### src/rtl/bcd_pkg.sv
// Shared types and constants for the 3-digit BCD to 8-bit two's complement converter.
package bcd_pkg;

    typedef enum logic [1:0] {
        ST_IDLE    = 2'd0,
        ST_CONVERT = 2'd1,
        ST_FINISH  = 2'd2
    } state_t;

    typedef logic [3:0] bcd_digit_t;

    localparam int N_SHIFTS    = 10;
    localparam int MAX_POS     = 127;
    localparam int MAX_NEG_MAG = 128;
    localparam int CNT_W       = 4;

    function automatic logic digit_invalid(input bcd_digit_t d);
        return d > 4'd9;
    endfunction

endpackage

### src/rtl/bcd_digit_adjust.sv
// Per-digit correction for right-shift BCD to binary: a nibble of 8 or more loses 3.
module bcd_digit_adjust
    import bcd_pkg::*;
(
    input  bcd_digit_t digit_in,
    output bcd_digit_t digit_out
);

    always_comb begin
        digit_out = digit_in;
        if (digit_in >= 4'd8) begin
            digit_out = digit_in - 4'd3;
        end
    end

endmodule

### src/rtl/bcd_to_twos.sv
// Sequential 3-digit BCD to 8-bit two's complement converter with range/digit checking.
//
//   state      | meaning
//   -----------+------------------------------------------------------
//   ST_IDLE    | waiting for start; operands captured on start
//   ST_CONVERT | one right shift + nibble correction per cycle, 10 total
//   ST_FINISH  | range/sign resolution, registers data/err, pulses done
module bcd_to_twos
    import bcd_pkg::*;
(
    input  logic       clk,
    input  logic       rst,
    input  logic       start,
    input  logic [3:0] cent,
    input  logic [3:0] dec,
    input  logic [3:0] uni,
    input  logic       sign,
    output logic       busy,
    output logic       done,
    output logic [7:0] data,
    output logic       err
);

    state_t             state, state_next;
    logic [CNT_W-1:0]   cnt, cnt_next;
    logic [11:0]        bcd, bcd_next;
    logic [9:0]         bin, bin_next;
    logic               neg, neg_next;
    logic               digit_err, digit_err_next;
    logic               busy_next, done_next, err_next;
    logic [7:0]         data_next;

    logic [21:0]        shifted;
    logic [11:0]        bcd_adj;
    logic               range_err;
    logic               res_err;
    logic [7:0]         res_data;

    assign shifted = {1'b0, bcd, bin[9:1]};

    for (genvar g = 0; g < 3; g++) begin : g_adj
        bcd_digit_adjust u_adj (
            .digit_in  (shifted[10 + 4*g +: 4]),
            .digit_out (bcd_adj[4*g +: 4])
        );
    end

    // After the last shift bin holds the full magnitude (0..999 fits in 10 bits).
    always_comb begin
        range_err = neg ? (bin > 10'(MAX_NEG_MAG)) : (bin > 10'(MAX_POS));
        res_err   = digit_err | range_err;
        res_data  = 8'h00;
        if (!res_err) begin
            res_data = neg ? (~bin[7:0]) + 8'd1 : bin[7:0];
        end
    end

    always_comb begin
        state_next     = state;
        cnt_next       = cnt;
        bcd_next       = bcd;
        bin_next       = bin;
        neg_next       = neg;
        digit_err_next = digit_err;
        data_next      = data;
        err_next       = err;
        done_next      = 1'b0;

        unique case (state)
            ST_IDLE: begin
                if (start) begin
                    bcd_next       = {cent, dec, uni};
                    bin_next       = '0;
                    cnt_next       = '0;
                    neg_next       = sign;
                    digit_err_next = digit_invalid(cent) | digit_invalid(dec)
                                   | digit_invalid(uni);
                    state_next     = ST_CONVERT;
                end
            end
            ST_CONVERT: begin
                bcd_next = bcd_adj;
                bin_next = shifted[9:0];
                cnt_next = cnt + 1'b1;
                if (cnt == CNT_W'(N_SHIFTS - 1)) begin
                    state_next = ST_FINISH;
                end
            end
            ST_FINISH: begin
                data_next  = res_data;
                err_next   = res_err;
                done_next  = 1'b1;
                state_next = ST_IDLE;
            end
            default: begin
                state_next = ST_IDLE;
            end
        endcase

        busy_next = (state_next != ST_IDLE);
    end

    always_ff @(posedge clk) begin
        if (!rst) begin
            state     <= ST_IDLE;
            cnt       <= '0;
            bcd       <= '0;
            bin       <= '0;
            neg       <= 1'b0;
            digit_err <= 1'b0;
            busy      <= 1'b0;
            done      <= 1'b0;
            data      <= 8'h00;
            err       <= 1'b0;
        end else begin
            state     <= state_next;
            cnt       <= cnt_next;
            bcd       <= bcd_next;
            bin       <= bin_next;
            neg       <= neg_next;
            digit_err <= digit_err_next;
            busy      <= busy_next;
            done      <= done_next;
            data      <= data_next;
            err       <= err_next;
        end
    end

endmodule

### config.mk
export PLATFORM = sky130hd
export DESIGN_NAME = bcd_to_twos
export DESIGN_NICKNAME = d
export VERILOG_FILES = /design/src/rtl/bcd_pkg.sv /design/src/rtl/bcd_digit_adjust.sv /design/src/rtl/bcd_to_twos.sv
export SDC_FILE = /design/constraint.sdc
export NUM_CORES = 1
export LEC_CHECK = 0
export BUFFER_PORTS_ARGS = -buffer_cell sky130_fd_sc_hd__buf_2
export CAP_MARGIN = 20
export CORE_MARGIN = 4
export CORE_UTILIZATION = 40
export DETAILED_ROUTE_END_ITERATION = 12
export GPL_ROUTABILITY_DRIVEN = 1
export PLACE_DENSITY = 0.68
export SETUP_SLACK_MARGIN = 0.1
export SYNTH_ARGS = -nofsm -noshare
export SYNTH_HDL_FRONTEND = slang
export SYNTH_SLANG_ARGS = --single-unit
### constraint.sdc
create_clock -name clk -period 3 [get_ports clk]
set_clock_uncertainty 0.1 [all_clocks]
set_input_delay 0.6 -clock clk [delete_from_list [all_inputs] [get_ports clk]]
set_output_delay 0.6 -clock clk [all_outputs]
set_load 0.05 [all_outputs]
==> metrics.txt <==
Avg Synthesized Cell Area 9.05 um2; FFs w/ async S/R, synth 0%; Post-Place Cells between 200 and 300; CP required 3.08 ns; critical path arrival around 1.9 ns; Initial Util roughly two fifths; max-slew violation count 0; post_cts resized 0; CP startpoint kind register; hold path start data[2]; Num CTS Buffers 5; CTS tree built; die area slightly below 0.006 mm2; Setup crit start bin[1]; Syn. warnings 0; leading area contributor after synthesis dfxtp_1; number of max-cap violations 0; Crit Path Max Fanout 5; Placer Congestion 0.800; Hold/Removal Path Class reg2reg; post-synthesis sequential element count approximately 40; initial antenna violation count 0; maximum vdd drop about 0.34 mV; nets@finish around 250; GR Overflow Total 0; later-pin clock latency in the skew report 0.28 ns; hold_buf cts 0; maximum clock frequency around 560 MHz; remaining antenna violation count 0; area delta synth->final 15.0%; vias after detailed routing 1,501; vias in the first global route 1,459; CP Capture Type register; # IOs 27; post-synth cell types 40; clock share of power 38.0%; combinational share of power 9.2%; DR vias/cell 5.30; maximum buffer depth of the clock tree 2; Post-synth EDFFs 0; HPWL after DPL between 2 and 3 mm; Tightest Pin Transition between 0.5 and 0.6 ns; sw power 0.256 mW; Post-CTS Setup Bufs 0; Setup-failing EPs final 0; Routed WL 3.56 mm; Hold Violations, Final 0; sequential area share after synthesis approximately 44%; largest net degree at the start of global routing 26; antenna cells 0; fillcell total about 440; Worst-path clk slew approximately 0.08 ns; Syn Inst Count about 200; drc violations 0; share of post-route cells with drive strength above 1 17.7%; fin cells about 280; H-tree depth 2; WHS Path Cells 2; register share of total power 52.7%; DR WL/cell 12.6 um; first-pass GRT wire length 6.26 mm; Port Buffers 26; Net Count, Synth roughly 230; status finished clean; Pre-Repair DR Iteration Count 4; core area 0.00441 mm2; Tcrit/Tclk final 59.5%; Reg2Reg Launch Point bin[1]; Die Width approximately 76 um; largest cells by area after synthesis dfxtp_1 (44%), nand2_1 (5.9%), ha_1 (4.7%), a22o_1 (4.3%), o21ai_0 (3.5%); site row count 24; final setup TNS 0 ns; P per Cell Area 521 mW/mm2; Iteration-0 DRC Markers 48; synthesized cell area 0.00185 mm2; cell-internal power around 0.85 mW; Crit Path Category reg2reg; switching share of power 23.2%; max_slew headroom between 60% and 70%; Final Critical Period 1.79 ns; top cell type's share of synthesized area 44.4%; Leak ~0.86 nW; RSZ-0062 raised after global routing false; Clock Tree Root clkbuf_8; Sink Count 41; Die H around 76 um; Power Total ~1.1 mW; GRT Total Usage 12.8%; R2R depth 6; Top FF cell, synth dfxtp_1
[routing by layer]
metal / track usage, % / vias to the layer above / share of wire (%)
li1: - / 772 / -
met1: 16.3 / 687 / 48
met2: 21.0 / 38 / 45
met3: 3.55 / 4 / 6.5
met4: 3.91 / 0 / 0.84
met5: 0 / - / 0
[per-stage QoR]
stage / util [%] / worst slack [ns] / instance area, um2 / hold WS [ns]
floorplan: - / 1.33 / 1850 / 0.341
global placement: 45.8 / 1.23 / 2020 / 0.331
detailed placement: 45.8 / 1.20 / 2020 / 0.335
CTS: 48.1 / 1.19 / 2120 / 0.346
global route: 48.1 / 1.04 / 2120 / 0.364
finish: 48.1 / 1.21 / 2120 / 0.341
[final cells by class]
class	count	area, um2	share of cell area [%]
multi-input cells	146	956	45.0
flip-flops and latches	41	821	38.6
repair buffers	28	145	6.83
clock buffers	5	68.8	3.24
well taps	52	65.1	3.06
clock inverters	2	35.0	1.65
inverters	9	33.8	1.59
[placed cells by master (no fill, tap or decap), types with 3 or more instances in the layout]
master | netlist | routed
o21ai_1 | 8 | 8
xnor2_1 | 4 | 4
nand2_1 | 29 | 29
buf_2 | 2 | 26
o21ai_0 | 13 | 13
a22oi_1 | 4 | 4
nor2_1 | 7 | 7
a21oi_1 | 8 | 8
dfxtp_1 | 41 | 41
and3_1 | 3 | 3
nor2b_1 | 5 | 5
inv_1 | 9 | 9
a21boi_0 | 6 | 6
ha_1 | 7 | 7
o22ai_1 | 3 | 3
o211ai_1 | 5 | 5
xor2_1 | 6 | 6
clkbuf_8 | 0 | 5
a22o_1 | 9 | 9
and2_1 | 7 | 7
[power groups by stage]
stage	Combinational, mW	Clock (mW)	Sequential (mW)
after detailed placement	0.103	0	0.596
after global placement	0.101	0	0.596
after global routing	0.118	0.455	0.587
after CTS	0.103	0.429	0.584
after floorplan	0.0726	0	0.593
final	0.102	0.421	0.584
[cell usage after synthesis, types with 4 or more instances]
library cell   n
a22oi_1        4
nand2_1       29
ha_1           7
inv_1          9
o211ai_1       5
o21ai_0       13
dfxtp_1       41
nor2_1         7
xnor2_1        4
and2_1         7
nor2b_1        5
o21ai_1        8
xor2_1         6
a21boi_0       6
a22o_1         9
clkbuf_1       5
a21oi_1        8
[kinds of logic (layout without fill, tap and decap cells)]
family,Yosys count,count (layout),synth area share [%]
compound gates,65,65,23.6
simple gates,63,63,18.1
flops,41,41,44.4
buf+inv,17,44,3.79
xor+xnor,10,10,4.74
fa+ha+maj,7,7,4.74
mux,1,1,0.542
[registers in the layout, summed over array words and instances (netlist names), 2 cells and up]
signal	flops
bcd	12
bin	10
data	8
cnt	4
state	2
[worst paths after layout]
check,slack (ns),to
worst max-delay path,1.21,data[6]
worst min-delay path,0.34,data[2]
worst max register to register,1.21,data[6]
worst min register to register,0.34,data[2]
[worst max-delay path, stage by stage, from the launching register on]
cell and delay (ns):
dfxtp_1 0.35, inv_1 0.09, ha_1 0.16, or3b_2 0.49, o31ai_1 0.26, xor2_1 0.17
o21ai_1 0.06
No activity file was read; power rests on OpenSTA's default activity.
